## config.mk

```make
export PLATFORM = sky130hd
export DESIGN_NAME = key_debounce
export DESIGN_NICKNAME = d
export VERILOG_FILES = /design/src/rtl/key_debounce.sv
export SDC_FILE = /design/constraint.sdc
export NUM_CORES = 1
export LEC_CHECK = 0
export ABC_AREA = 1
export BUFFER_PORTS_ARGS = -buffer_cell sky130_fd_sc_hd__buf_2
export CAP_MARGIN = 20
export CORE_MARGIN = 2
export CORE_UTILIZATION = 55
export DETAILED_ROUTE_END_ITERATION = 7
export PLACE_DENSITY = 0.72
export SLEW_MARGIN = 20
export SYNTH_ARGS = -nofsm -noshare
export SYNTH_HDL_FRONTEND = slang
export SYNTH_SLANG_ARGS = --single-unit
```

## constraint.sdc

```tcl
create_clock -name clk -period 2.02 [get_ports clk]
set_input_delay 0.202 -clock clk [delete_from_list [all_inputs] [get_ports clk]]
set_output_delay 0.202 -clock clk [all_outputs]
set_load 0.02 [all_outputs]
```

## src/rtl/key_debounce.sv

```systemverilog
// Two-channel key conditioner: 2-flop synchroniser plus debounce/long-press FSM per key.
// Each key yields a press pulse, a debounced level and a long-press pulse.

module key_debounce_ch #(
    parameter int unsigned DEB_CNT  = 10000,
    parameter int unsigned LONG_CYC = 1000000
) (
    input  logic clk_i,
    input  logic rst_ni,
    input  logic key_i,
    output logic press_o,
    output logic level_o,
    output logic long_o
);

    localparam int unsigned CMAX = (DEB_CNT > LONG_CYC) ? DEB_CNT : LONG_CYC;
    localparam int unsigned CW   = $clog2(CMAX + 1);

    localparam logic [CW-1:0] ONE       = CW'(1);
    localparam logic [CW-1:0] DEB_LAST  = CW'(DEB_CNT - 1);
    localparam logic [CW-1:0] LONG_LAST = CW'(LONG_CYC - 1);
    localparam logic [CW-1:0] LONG_MAX  = CW'(LONG_CYC);

    typedef enum logic [1:0] {
        IDLE,
        PRESS_WAIT,
        PRESSED,
        RELEASE_WAIT
    } state_e;

    state_e        state_q;
    logic [CW-1:0] cnt_q;
    logic [1:0]    sync_q;
    logic          press_q;
    logic          level_q;
    logic          long_q;
    logic          s;

    assign s = sync_q[1];

    always_ff @(posedge clk_i or negedge rst_ni) begin
        if (!rst_ni) begin
            sync_q <= '0;
        end else begin
            sync_q <= {sync_q[0], key_i};
        end
    end

    // Transitions fire on the edge where the DEB_CNT-th stable sample is seen,
    // so the registered pulse/level appear DEB_CNT cycles after s changes.
    always_ff @(posedge clk_i or negedge rst_ni) begin
        if (!rst_ni) begin
            state_q <= IDLE;
            cnt_q   <= '0;
            press_q <= 1'b0;
            level_q <= 1'b0;
            long_q  <= 1'b0;
        end else begin
            press_q <= 1'b0;
            long_q  <= 1'b0;
            case (state_q)
                IDLE: begin
                    if (s) begin
                        if (DEB_CNT <= 1) begin
                            state_q <= PRESSED;
                            cnt_q   <= '0;
                            press_q <= 1'b1;
                            level_q <= 1'b1;
                        end else begin
                            state_q <= PRESS_WAIT;
                            cnt_q   <= ONE;
                        end
                    end
                end
                PRESS_WAIT: begin
                    if (!s) begin
                        state_q <= IDLE;
                        cnt_q   <= '0;
                    end else if (cnt_q == DEB_LAST) begin
                        state_q <= PRESSED;
                        cnt_q   <= '0;
                        press_q <= 1'b1;
                        level_q <= 1'b1;
                    end else begin
                        cnt_q <= cnt_q + ONE;
                    end
                end
                PRESSED: begin
                    if (!s) begin
                        if (DEB_CNT <= 1) begin
                            state_q <= IDLE;
                            cnt_q   <= '0;
                            level_q <= 1'b0;
                        end else begin
                            state_q <= RELEASE_WAIT;
                            cnt_q   <= ONE;
                        end
                    end else if (cnt_q != LONG_MAX) begin
                        cnt_q  <= cnt_q + ONE;
                        long_q <= (cnt_q == LONG_LAST);
                    end
                end
                RELEASE_WAIT: begin
                    if (s) begin
                        state_q <= PRESSED;
                        cnt_q   <= '0;
                    end else if (cnt_q == DEB_LAST) begin
                        state_q <= IDLE;
                        cnt_q   <= '0;
                        level_q <= 1'b0;
                    end else begin
                        cnt_q <= cnt_q + ONE;
                    end
                end
                default: begin
                    state_q <= IDLE;
                    cnt_q   <= '0;
                    level_q <= 1'b0;
                end
            endcase
        end
    end

    assign press_o = press_q;
    assign level_o = level_q;
    assign long_o  = long_q;

endmodule

module key_debounce #(
    parameter int unsigned DEB_CNT  = 10000,
    parameter int unsigned LONG_CYC = 1000000
) (
    input  logic clk,
    input  logic rst_n,
    input  logic key_rst_in,
    input  logic key_ps_in,
    output logic key_rst_p,
    output logic key_ps_p,
    output logic key_rst_lvl,
    output logic key_ps_lvl,
    output logic key_rst_long,
    output logic key_ps_long
);

    key_debounce_ch #(
        .DEB_CNT (DEB_CNT),
        .LONG_CYC(LONG_CYC)
    ) u_rst (
        .clk_i  (clk),
        .rst_ni (rst_n),
        .key_i  (key_rst_in),
        .press_o(key_rst_p),
        .level_o(key_rst_lvl),
        .long_o (key_rst_long)
    );

    key_debounce_ch #(
        .DEB_CNT (DEB_CNT),
        .LONG_CYC(LONG_CYC)
    ) u_ps (
        .clk_i  (clk),
        .rst_ni (rst_n),
        .key_i  (key_ps_in),
        .press_o(key_ps_p),
        .level_o(key_ps_lvl),
        .long_o (key_ps_long)
    );

endmodule
```

==> out/qor.json, run 1 <==
{
  "detailed_routing": {
    "detail_route.iter0.violations": 205,
    "drt-vias-per-instance": 5.38,
    "post-route-drc-count": 0,
    "num_vias": 3010,
    "route.final.wire_length_um": 7260,
    "initial_drt_pass_iterations": 5,
    "drtAntennaViolNets": 0,
    "drt-wirelength-per-cell_um": 13.0
  },
  "sta": {
    "fin_setup_tns_ps": 0,
    "skew_ps": 6.88,
    "worst_slack_ps": 186,
    "finalSetupViolations": 0,
    "timing_worst_slew_pin_value_ps": 558,
    "ratio_of_final_minimum_period_to_clock_period_pct": 90.8,
    "slew-limit-headroom_pct": 62.7,
    "fin_hold_ws_ps": 349,
    "slew_viol_final": 0,
    "finalCriticalPeriod_ps": 1830,
    "hold_violations": 0,
    "max_freq_mhz": 545
  },
  "synthesis": {
    "top_cells_by_area_synth": "sky130_fd_sc_hd__dfrtp_1 (41%), sky130_fd_sc_hd__nand2_1 (13%), sky130_fd_sc_hd__nor2_1 (9.2%), sky130_fd_sc_hd__inv_1 (6.8%), sky130_fd_sc_hd__nand3_1 (4.7%)",
    "synth_top_area_cell": "sky130_fd_sc_hd__dfrtp_1",
    "cell_area_after_synthesis_sq_um": 3310,
    "avg_inst_size_synth_sq_um": 7.10,
    "synth-seq-area-share_pct": 40.9,
    "syn_nets": 474,
    "synth-seq-cells": 54,
    "syn_inst": 466,
    "yosys.area.top_type_share_pct": 40.9,
    "post_synth_num_cell_types": 28,
    "ys_warn_count": 0
  },
  "grt": {
    "grt_pass1_wl_um": 12100,
    "grt_antenna_before_repair": 0,
    "grt_start_max_net_pins": 32,
    "groute.usage.overall_pct": 23.6,
    "grt.overflow.total": 0,
    "grt_pass1_vias": 2557
  },
  "critical_path": {
    "path_max_fanout": 5,
    "endpoint_kind": "flop",
    "path_class": "reg -> reg",
    "worst-endpoint-required_ps": 2260,
    "worstPathArrival_ps": 2080,
    "timing.critical_path.from_type": "flop"
  },
  "place": {
    "preCtsSetupSlack_ps": 128,
    "placedCellCount": 547,
    "dp_hpwl_um": 5350,
    "io_buffers": 9,
    "place_area_sq_um": 3430,
    "place.gp.congestion": 0.949
  },
  "power": {
    "max-vdd-ir-drop_uv": 680,
    "p_leak_nw": 1.66,
    "power_per_cell_area_nw_per_um2": 694,
    "p_total_mw": 2.49
  },
  "clock_network": {
    "cts-htree-levels": 2,
    "clkTransAtPathRegs_ps": 100,
    "clkLatencyLatePin_ps": 310,
    "post_cts_setup_bufs": 0,
    "tritoncts": "done",
    "ctsRootBufferMaster": "sky130_fd_sc_hd__clkbuf_8",
    "numClockSinks": 54,
    "tritoncts.num_buffers": 5,
    "maximum_clock_insertion_buffer_count": 2
  },
  "die": {
    "ios": 10,
    "start_util_pct": 56.5,
    "die_y_um": 81.5,
    "die-width_um": 81.5,
    "cell_rows": 28,
    "core_area_sq_um": 5850,
    "die_area_sq_um": 6650
  },
  "cells_and_area": {
    "final_core_util_pct": 61.3,
    "multi_input_area_sq_um": 1670,
    "final_cell_count_no_fill": 559,
    "ff_latch_area_sq_um": 1350,
    "final_area_sq_um": 3590,
    "design.final.nets": 491,
    "syn_to_final_growth_pct": 8.48,
    "antenna_cells": 0,
    "n_fill_cell": 514,
    "layout-drive-gt1-share_pct": 11.2
  },
  "min_path": {
    "hp-class": "reg -> reg"
  },
  "run_status": {
    "result_of_the_run": "complete, no violations"
  },
  "job": {
    "cap_viol_max_count": 0
  }
}
==> power breakdown <==
group          switching (mW)  leakage, nW  internal (mW)  total (mW)
Sequential             0.0514        0.734           1.13        1.19
Clock                   0.364       0.0579          0.366       0.730
Combinational           0.396        0.863          0.176       0.573
==> state kept, by name, indices dropped and copies added (netlist names), 2 cells and up, named ones only <==
name          flops
u_ps.cnt_q       20
u_rst.sync_q      2
u_ps.sync_q       2
u_rst.cnt_q      20
==> worst max-delay path: stages (launching register included) <==
cell	delay, ps
sky130_fd_sc_hd__dfrtp_1	380
sky130_fd_sc_hd__ha_1	190
sky130_fd_sc_hd__nand2_1	150
sky130_fd_sc_hd__nor2_4	180
sky130_fd_sc_hd__nand2_1	150
sky130_fd_sc_hd__nor3_2	190
sky130_fd_sc_hd__inv_1	70
sky130_fd_sc_hd__o21ai_0	250
sky130_fd_sc_hd__nand2_1	90
sky130_fd_sc_hd__nor2_1	100
==> what timing repair did <==
item / in CTS / in global routing
resized for setup: 0 / 2
endpoints found under the setup margin: 0 / 10
endpoints found under the hold margin: 25 / 0
hold buffers: 3 / 0
==> cell type report <==
cell class	count	area share, %
flip-flops and latches	54	37.7
clock inverters	3	1.12
clock buffers	5	1.92
inverters	67	7.01
multi-input cells	340	46.6
repair buffers	15	3.07
well taps	75	2.62
==> cell usage after synthesis, drive strengths merged <==
| cell | instances |
|---|---|
| nand4 | 18 |
| a21oi | 21 |
| o21ai | 21 |
| nand2 | 117 |
| dfrtp | 54 |
| xor2 | 6 |
| nor2 | 90 |
| inv | 67 |
| o31ai | 1 |
| nand3 | 39 |
| nand3b | 1 |
| a21o | 1 |
| nor4 | 1 |
| buf | 6 |
| ha | 4 |
| nor3 | 19 |
==> placed cells by master (no fill, tap or decap) <==
master                            n
sky130_fd_sc_hd__nand2_2          2
sky130_fd_sc_hd__nand3b_1         1
sky130_fd_sc_hd__o31ai_1          1
sky130_fd_sc_hd__a21o_1           1
sky130_fd_sc_hd__buf_4            2
sky130_fd_sc_hd__nor4_1           1
sky130_fd_sc_hd__inv_1           60
sky130_fd_sc_hd__o21ai_0         18
sky130_fd_sc_hd__a21oi_1         21
sky130_fd_sc_hd__inv_2            7
sky130_fd_sc_hd__o21ai_1          3
sky130_fd_sc_hd__nor2_1          81
sky130_fd_sc_hd__buf_12           1
sky130_fd_sc_hd__nor3_2           4
sky130_fd_sc_hd__dfrtp_1         54
sky130_fd_sc_hd__nand3_1         31
sky130_fd_sc_hd__nor2_4           4
sky130_fd_sc_hd__bufinv_16        1
sky130_fd_sc_hd__dlygate4sd3_1    3
sky130_fd_sc_hd__xor2_1           6
sky130_fd_sc_hd__nor2_2           5
sky130_fd_sc_hd__buf_2            9
sky130_fd_sc_hd__nor2_8           1
sky130_fd_sc_hd__clkbuf_8         5
sky130_fd_sc_hd__clkinv_2         2
sky130_fd_sc_hd__nand2_4          3
sky130_fd_sc_hd__nand4_1         18
sky130_fd_sc_hd__nand3_2          8
sky130_fd_sc_hd__ha_1             4
sky130_fd_sc_hd__nor3_1          15
sky130_fd_sc_hd__nand2_1        112
==> routing by layer <==
layer  vias up  global-route usage [%]  wire length, um
met5         -                       0                0
met4         0                    6.78               92
met3         8                    4.51              370
met2        86                    34.5             3200
met1      1402                    35.4             3600
li1       1514                       -                -
==> cell families (layout without fill, tap and decap cells) <==
kind of cell / Yosys count / after routing / synth area share [%]
AOI/OAI and AO/OA: 44 / 44 / 6.81
xor gates and xnor gates: 6 / 6 / 1.59
adders and majority gates: 4 / 4 / 1.51
buffers and inverters: 73 / 90 / 9.23
DFF: 54 / 54 / 40.9
and+or+nand+nor: 285 / 286 / 40.0
==> worst paths after layout <==
check | startpoint | end | slack (ps) | depth (start not counted)
min in group asynchronous | rst_n | u_ps.cnt_q[19] | 400 | 2
max in group asynchronous | rst_n | u_ps.cnt_q[0] | 1000 | 3
worst min-delay path | u_rst.sync_q[0] | u_rst.sync_q[1] | 350 | 0
worst max register to register | u_rst.cnt_q[1] | u_rst.cnt_q[12] | 190 | 9
worst max-delay path | u_rst.cnt_q[1] | u_rst.cnt_q[12] | 190 | 9
worst min register to register | u_rst.sync_q[0] | u_rst.sync_q[1] | 350 | 0
Power figures use the tool's default switching activity.
==> run 2: changes to the inputs <==
- BUFFER_PORTS_ARGS: -buffer_cell sky130_fd_sc_hd__buf_2 -> -buffer_cell sky130_fd_sc_hd__buf_4
==> run 2 against run 1 <==
Effect of this change: register-to-register slack about the same; hold slack better by 11 ps; clock-buffer cell count up 1; routed wire length up 0.70%; critical path type unchanged; clock power down 15%; first-iteration DRC count down 5.4%; non-clock buffer count down 2; combinational power down 1%; sequential power about the same.
==> out/qor.json, run 2 (same netlist as run 1, synthesis figures left out) <==
{
  "die": {
    "start_util": {"value": 56.5, "unit": "%", "change": "unchanged"},
    "die-width": {"value": 81.5, "unit": "um", "change": "unchanged"},
    "cell_rows": {"value": 28, "change": "unchanged"},
    "core_area": {"value": 5850, "unit": "sq um", "change": "unchanged"},
    "die_area": {"value": 6650, "unit": "sq um", "change": "unchanged"},
    "ios": {"value": 10, "change": "unchanged"},
    "die_y": {"value": 81.5, "unit": "um", "change": "unchanged"}
  },
  "grt": {
    "grt_antenna_before_repair": {"value": 0, "change": "unchanged"},
    "grt_start_max_net_pins": {"value": 55, "change": "+72%"},
    "grt.overflow.total": {"value": 0, "change": "unchanged"},
    "groute.usage.overall": {"value": 24.0, "unit": "%", "change": "+0.42 points"},
    "grt_pass1_vias": {"value": 2662, "change": "+4.1%"},
    "grt_pass1_wl": {"value": 12300, "unit": "um", "change": "+1.8%"}
  },
  "cells_and_area": {
    "syn_to_final_growth_pct": 8.02,
    "antenna_cells": {"value": 0, "change": "unchanged"},
    "ff_latch_area": {"value": 1350, "unit": "sq um", "change": "unchanged"},
    "multi_input_area": {"value": 1670, "unit": "sq um", "change": "unchanged"},
    "largest_registers": "u_ps.cnt_q: 20 flops, u_rst.cnt_q: 20 flops",
    "n_fill_cell": {"value": 542, "change": "+5.4%"},
    "layout.cells.most_common_list": "sky130_fd_sc_hd__nand2_1 (112), sky130_fd_sc_hd__nor2_1 (81), sky130_fd_sc_hd__inv_1 (60)",
    "final_cell_count_no_fill": {"value": 557, "change": "-0.36%"},
    "layout-drive-gt1-share": {"value": 10.6, "unit": "%", "change": "-0.58 points"},
    "design.final.nets": {"value": 489, "change": "-0.41%"},
    "most_frequent_standard_cell_in_the_layout_excluding_fill_and_tap_cells": "sky130_fd_sc_hd__nand2_1"
  },
  "clock_network": {
    "clkLatencyLatePin": {"value": 320, "unit": "ps", "change": "about the same"},
    "maximum_clock_insertion_buffer_count": {"value": 2, "change": "unchanged"},
    "post_cts_setup_bufs": {"value": 0, "change": "unchanged"},
    "numClockSinks": {"value": 54, "change": "unchanged"},
    "tritoncts": "done",
    "cts-htree-levels": {"value": 2, "change": "unchanged"},
    "tritoncts.num_buffers": {"value": 5, "change": "unchanged"},
    "clkTransAtPathRegs": {"value": 100, "unit": "ps", "change": "about the same"},
    "ctsRootBufferMaster": "sky130_fd_sc_hd__clkbuf_8"
  },
  "min_path": {
    "hp-class": "reg -> reg"
  },
  "critical_path": {
    "critical-path-slowest-cell": "sky130_fd_sc_hd__dfrtp_1",
    "worstPathCellList": "ha_1 > nand2_1 > nor2_4 > nand2_1 > nor3_2 > inv_1 > o21ai_0 > nand2_1 > nor2_1",
    "path_max_fanout": {"value": 5, "change": "unchanged"},
    "worst-endpoint-required": {"value": 2270, "unit": "ps", "change": "about the same"},
    "crit_path_frequent_cell": "sky130_fd_sc_hd__nand2_1",
    "worstPathArrival": {"value": 2070, "unit": "ps", "change": "about the same"},
    "critPathMaxStageDelay": {"value": 380, "unit": "ps", "change": "about the same"},
    "path_class": "reg -> reg",
    "endpoint_kind": "flop",
    "timing.critical_path.from_type": "flop"
  },
  "sta": {
    "finalCriticalPeriod": {"value": 1820, "unit": "ps", "change": "-11.7 ps"},
    "grt_setup_unrepaired": "no",
    "slew-limit-headroom": {"value": 56.1, "unit": "%", "change": "-6.6 points"},
    "timing_worst_slew_pin_value": {"value": 659, "unit": "ps", "change": "+101 ps"},
    "fin_setup_tns": {"value": 0, "unit": "ps", "change": "unchanged"},
    "max_freq": {"value": 549, "unit": "MHz", "change": "+0.64%"},
    "skew": {"value": 7.94, "unit": "ps", "change": "+1.06 ps"},
    "slew_viol_final": {"value": 0, "change": "unchanged"},
    "hold_violations": {"value": 0, "change": "unchanged"},
    "ratio_of_final_minimum_period_to_clock_period": {"value": 90.2, "unit": "%", "change": "-0.58 points"},
    "finalSetupViolations": {"value": 0, "change": "unchanged"}
  },
  "place": {
    "place.gp.congestion": {"value": 0.945, "change": "-0.40%"},
    "dp_hpwl": {"value": 5280, "unit": "um", "change": "-1.4%"},
    "io_buffers": {"value": 9, "change": "unchanged"},
    "placedCellCount": {"value": 545, "change": "-0.37%"}
  },
  "detailed_routing": {
    "met3_length": {"value": 504, "unit": "um", "change": "+36%"},
    "initial_drt_pass_iterations": {"value": 5, "change": "unchanged"},
    "met2_wirelength": {"value": 3150, "unit": "um", "change": "-1.4%"},
    "drt-wirelength-per-cell": {"value": 13.1, "unit": "um", "change": "+1.1%"},
    "route.final.wire_length": {"value": 7310, "unit": "um", "change": "+0.70%"},
    "post-route-drc-count": {"value": 0, "change": "unchanged"},
    "detail_route.iter0.violations": {"value": 194, "change": "-5.4%"},
    "drt-vias-per-instance": {"value": 5.38, "change": "-0.14%"},
    "num_vias": {"value": 2995, "change": "-0.50%"},
    "drtAntennaViolNets": {"value": 0, "change": "unchanged"},
    "highest-signal-layer": "met4",
    "drt-met1-wl": {"value": 3570, "unit": "um", "change": "-0.78%"}
  },
  "power": {
    "max-vdd-ir-drop": {"value": 555, "unit": "uV", "change": "-18%"},
    "p_leak": {"value": 1.63, "unit": "nW", "change": "-1.2%"},
    "power_per_cell_area": {"value": 664, "unit": "nW/um^2", "change": "-4.2%"}
  },
  "job": {
    "cap_viol_max_count": {"value": 0, "change": "unchanged"}
  },
  "run_status": {
    "result_of_the_run": "complete, no violations"
  }
}
run 2: per-layer routing:
layer	GRT usage, %	up-vias
met5	0	-
met4	6.44	0
met3	6.26	10
met2	34.9	100
met1	35.3	1366
li1	-	1519
run 2: worst paths after layout:
| kind | start | end | slack [ps] | cells after the start |
|---|---|---|---|---|
| max | u_rst.cnt_q[1] | u_rst.cnt_q[12] | 200 | 9 |
| min | u_rst.sync_q[0] | u_rst.sync_q[1] | 360 | 0 |
| max reg2reg | u_rst.cnt_q[1] | u_rst.cnt_q[12] | 200 | 9 |
| min reg2reg | u_rst.sync_q[0] | u_rst.sync_q[1] | 360 | 0 |
| max in group asynchronous | rst_n | u_rst.cnt_q[10] | 1120 | 2 |
| min in group asynchronous | rst_n | u_ps.cnt_q[18] | 450 | 2 |
run 2: what timing repair did:
action / in CTS / in global routing
gates resized for setup: 0 / 2
hold buffers: 3 / 0
endpoints found under the hold margin: 56 / 0
setup endpoints to repair: 0 / 12
run 2: final cells by class:
type / count / share of cell area (%)
flip-flops and latches: 54 / 37.8
inverters: 67 / 7.04
clock inverters: 2 / 0.385
multi-input cells: 340 / 46.8
clock buffers: 6 / 2.03
repair buffers: 13 / 3.29
well taps: 75 / 2.63
run 2: where the power goes:
part	internal [mW]	switching, mW	total [mW]
registers	1.13	0.0533	1.19
logic	0.175	0.392	0.567
clock network	0.246	0.372	0.618
run 2: worst max-delay path: cells and delay by family (launching register included):
| kind | cells | cell delay (ps) |
|---|---|---|
| fa+ha+maj | 1 | 190 |
| flops | 1 | 380 |
| buf+inv | 1 | 80 |
| simple gates | 6 | 870 |
| compound gates | 1 | 230 |
run 2: stage by stage:
stage                     util [%]  total power, mW  hold slack (ps)  instance area, sq um  setup WS, ps
after global routing          61.1             2.55              375                  3570          1.82
after global placement        58.7             1.75              280                  3430           216
after detailed placement      58.7             1.77              288                  3430           136
after floorplan                  -             1.62            -93.6                  3310           438
after CTS                     60.7             2.39              366                  3550           109
final                         61.1             2.37              360                  3570           198
==> run 3: changes to the inputs <==
- PLACE_DENSITY: 0.72 -> 0.75
- RECOVER_POWER: unset -> 50
- SETUP_SLACK_MARGIN: unset -> 0.1
- clock period: 2.02 -> 1.6 ns (I/O delays scaled with it)
==> run 3 against run 2 <==
Effect of this change: the run now ends with setup timing left; worst setup slack lost 380 ps; global-route usage grew 5.5 points; non-clock buffer count grew 80; critical path depth is the same; final cell count grew 14%; core utilization grew 20 points; sequential share of layout area shrank 9.3 points; critical endpoint is now u_rst.cnt_q[18]; largest power group is now combinational cells; highest routed layer unchanged.
==> out/qor.json, run 3 (same netlist as run 1, synthesis figures left out) <==
{
  "run_status": {
    "result_of_the_run": "complete, but fails checks",
    "failed_checks": "setup timing"
  },
  "detailed_routing": {
    "num_vias": {"value": 3648, "change": "+22%"},
    "met3_length": {"value": 703, "unit": "um", "change": "+39%"},
    "drt-met1-wl": {"value": 4030, "unit": "um", "change": "+13%"},
    "detail_route.iter0.violations": {"value": 334, "change": "+72%"},
    "drtAntennaViolNets": {"value": 0, "change": "unchanged"},
    "highest-signal-layer": "met4",
    "drt-vias-per-instance": {"value": 5.73, "change": "+6.5%"},
    "post-route-drc-count": {"value": 0, "change": "unchanged"},
    "met2_wirelength": {"value": 5630, "unit": "um", "change": "+79%"},
    "drt-wirelength-per-cell": {"value": 17.1, "unit": "um", "change": "+30%"},
    "initial_drt_pass_iterations": {"value": 5, "change": "unchanged"},
    "route.final.wire_length": {"value": 10900, "unit": "um", "change": "+49%"}
  },
  "sta": {
    "finalCriticalPeriod": {"value": 1780, "unit": "ps", "change": "-44.2 ps"},
    "hold_violations": {"value": 0, "change": "unchanged"},
    "worst_slack": {"value": -178, "unit": "ps", "change": "-376 ps"},
    "slew-limit-headroom": {"value": 50.3, "unit": "%", "change": "-5.8 points"},
    "ratio_of_final_minimum_period_to_clock_period": {"value": 111, "unit": "%", "change": "+21 points"},
    "skew": {"value": 11.3, "unit": "ps", "change": "+3.38 ps"},
    "slew_viol_final": {"value": 0, "change": "unchanged"},
    "max_freq": {"value": 562, "unit": "MHz", "change": "+2.5%"},
    "grt_setup_unrepaired": "yes",
    "fin_hold_ws": {"value": 360, "unit": "ps", "change": "-0.256 ps"},
    "timing_worst_slew_pin_value": {"value": 746, "unit": "ps", "change": "+86.5 ps"},
    "finalSetupViolations": {"value": 33, "change": "+33"}
  },
  "cells_and_area": {
    "final_cell_count_no_fill": {"value": 637, "change": "+14%"},
    "layout-drive-gt1-share": {"value": 40.0, "unit": "%", "change": "+29 points"},
    "syn_to_final_growth_pct": 44.0,
    "design.final.nets": {"value": 569, "change": "+16%"},
    "final_area": {"value": 4760, "unit": "sq um", "change": "+33%"},
    "antenna_cells": {"value": 0, "change": "unchanged"},
    "most_frequent_standard_cell_in_the_layout_excluding_fill_and_tap_cells": "sky130_fd_sc_hd__nand2_1",
    "layout.cells.most_common_list": "sky130_fd_sc_hd__nand2_1 (86), sky130_fd_sc_hd__buf_4 (71), sky130_fd_sc_hd__nor2_1 (67)",
    "largest_registers": "u_ps.cnt_q: 20 flops, u_rst.cnt_q: 20 flops"
  },
  "die": {
    "die-width": {"value": 81.5, "unit": "um", "change": "unchanged"},
    "die_area": {"value": 6650, "unit": "sq um", "change": "unchanged"},
    "ios": {"value": 10, "change": "unchanged"},
    "die_y": {"value": 81.5, "unit": "um", "change": "unchanged"},
    "core_area": {"value": 5850, "unit": "sq um", "change": "unchanged"},
    "start_util": {"value": 56.5, "unit": "%", "change": "unchanged"},
    "cell_rows": {"value": 28, "change": "unchanged"}
  },
  "clock_network": {
    "ctsRootBufferMaster": "sky130_fd_sc_hd__clkbuf_8",
    "clkTransAtPathRegs": {"value": 110, "unit": "ps", "change": "about the same"},
    "numClockSinks": {"value": 54, "change": "unchanged"},
    "clkLatencyLatePin": {"value": 320, "unit": "ps", "change": "about the same"},
    "cts-htree-levels": {"value": 2, "change": "unchanged"},
    "tritoncts.num_buffers": {"value": 5, "change": "unchanged"},
    "tritoncts": "done",
    "maximum_clock_insertion_buffer_count": {"value": 2, "change": "unchanged"}
  },
  "power": {
    "internal-power": {"value": 2.46, "unit": "mW", "change": "+58%"},
    "p_clk_share": {"value": 19.7, "unit": "%", "change": "-6.4 points"},
    "p_leak": {"value": 2.20, "unit": "nW", "change": "+34%"},
    "seq_power_share": {"value": 38.1, "unit": "%", "change": "-12 points"},
    "net_switching_power_of_the_design": {"value": 1.56, "unit": "mW", "change": "+90%"},
    "p_comb_share": {"value": 42.2, "unit": "%", "change": "+18 points"},
    "power_per_cell_area": {"value": 844, "unit": "nW/um^2", "change": "+27%"},
    "p_total": {"value": 4.02, "unit": "mW", "change": "+69%"},
    "switching_share": {"value": 38.7, "unit": "%", "change": "+4.3 points"},
    "max-vdd-ir-drop": {"value": 1120, "unit": "uV", "change": "+100%"}
  },
  "critical_path": {
    "worstPathArrival": {"value": 1990, "unit": "ps", "change": "-80 ps"},
    "worst-endpoint-required": {"value": 1810, "unit": "ps", "change": "-460 ps"},
    "regToRegEndpoint": "u_rst.cnt_q[18]",
    "crit_path_start": "u_rst.cnt_q[1]",
    "timing.critical_path.from_type": "flop",
    "r2r_cells": {"value": 9, "change": "unchanged"},
    "worstSetupEndpoint": "u_rst.cnt_q[18]",
    "r2r_slack": {"value": -180, "unit": "ps", "change": "-380 ps"},
    "endpoint_kind": "flop",
    "ff_to_ff_start": "u_rst.cnt_q[1]",
    "path_class": "reg -> reg",
    "path_max_fanout": {"value": 4, "change": "-1"}
  },
  "place": {
    "io_buffers": {"value": 9, "change": "unchanged"},
    "place_area": {"value": 3820, "unit": "sq um", "change": "+11%"},
    "preCtsSetupSlack": {"value": -100, "unit": "ps", "change": "-236 ps"},
    "placedCellCount": {"value": 595, "change": "+9.2%"},
    "place.gp.congestion": {"value": 0.923, "change": "-2.3%"},
    "dp_hpwl": {"value": 5710, "unit": "um", "change": "+8.2%"}
  },
  "grt": {
    "grt_antenna_before_repair": {"value": 0, "change": "unchanged"},
    "grt.overflow.total": {"value": 0, "change": "unchanged"},
    "grt_start_max_net_pins": {"value": 55, "change": "unchanged"},
    "groute.usage.overall": {"value": 29.5, "unit": "%", "change": "+5.5 points"},
    "grt_pass1_wl": {"value": 15100, "unit": "um", "change": "+23%"},
    "grt_pass1_vias": {"value": 3352, "change": "+26%"}
  },
  "job": {
    "cap_viol_max_count": {"value": 0, "change": "unchanged"}
  },
  "min_path": {
    "hp-class": "reg -> reg"
  }
}
[run 3: how the worst min path moves through the flow]
stage	start	end	slack (ps)	depth (start not counted)
after global routing	u_rst.sync_q[0]	u_rst.sync_q[1]	370	0
after detailed placement	rst_n	u_rst.cnt_q[16]	240	1
after floorplan	rst_n	async pin	-140	0
after global placement	rst_n	u_rst.cnt_q[16]	240	1
after CTS	u_rst.sync_q[0]	u_rst.sync_q[1]	360	0
final	u_rst.sync_q[0]	u_rst.sync_q[1]	360	0
[run 3: power groups by stage]
stage               Sequential (mW)  Combinational, mW  Clock, mW
floorplan                      1.51              0.532          0
global placement               1.52              0.808          0
detailed placement             1.53              0.821          0
CTS                            1.51               1.33      0.811
global route                   1.54               1.78      0.853
finish                         1.53               1.70      0.792
[run 3: final cells by class]
class,instances,area [sq um]
Timing Repair Buffer,93,806
Tap cell,75,93.8
Clock inverter,3,21.3
Sequential cell,54,1360
Clock buffer,5,68.8
Multi-Input combinational cell,340,2140
Inverter,67,269
Fill cell,336,1090
[run 3: worst max-delay path, cell delays in order (launching register included)]
cell and delay [ps]:
sky130_fd_sc_hd__dfrtp_1 400, sky130_fd_sc_hd__ha_2 220, sky130_fd_sc_hd__nand2_2 90, sky130_fd_sc_hd__nor2_4 190, sky130_fd_sc_hd__nand2_2 100, sky130_fd_sc_hd__nor3_2 220, sky130_fd_sc_hd__buf_4 150, sky130_fd_sc_hd__nand4_1 90
sky130_fd_sc_hd__nand3_1 130, sky130_fd_sc_hd__a21oi_1 70
[run 3: repair_timing]
action,CTS,global route
setup endpoints to repair,46,46
endpoints found under the hold margin,56,0
gates resized for setup,86,75
hold buffers,3,0
buffers inserted,13,15
pin swaps,16,36
gates cloned,4,0
[run 3: per-stage QoR]
stage               setup TNS (ps)  util, %
global route                 -5080     81.4
CTS                           -754     75.7
floorplan                        0        -
detailed placement           -2120     65.3
global placement             -1240     65.3
finish                       -2150     81.4
[run 3: layer usage]
layer | vias up | track usage, %
met3 | 57 | 4.29
met5 | - | 0
met4 | 0 | 14.7
met1 | 1716 | 34.5
li1 | 1676 | -
met2 | 199 | 52.5
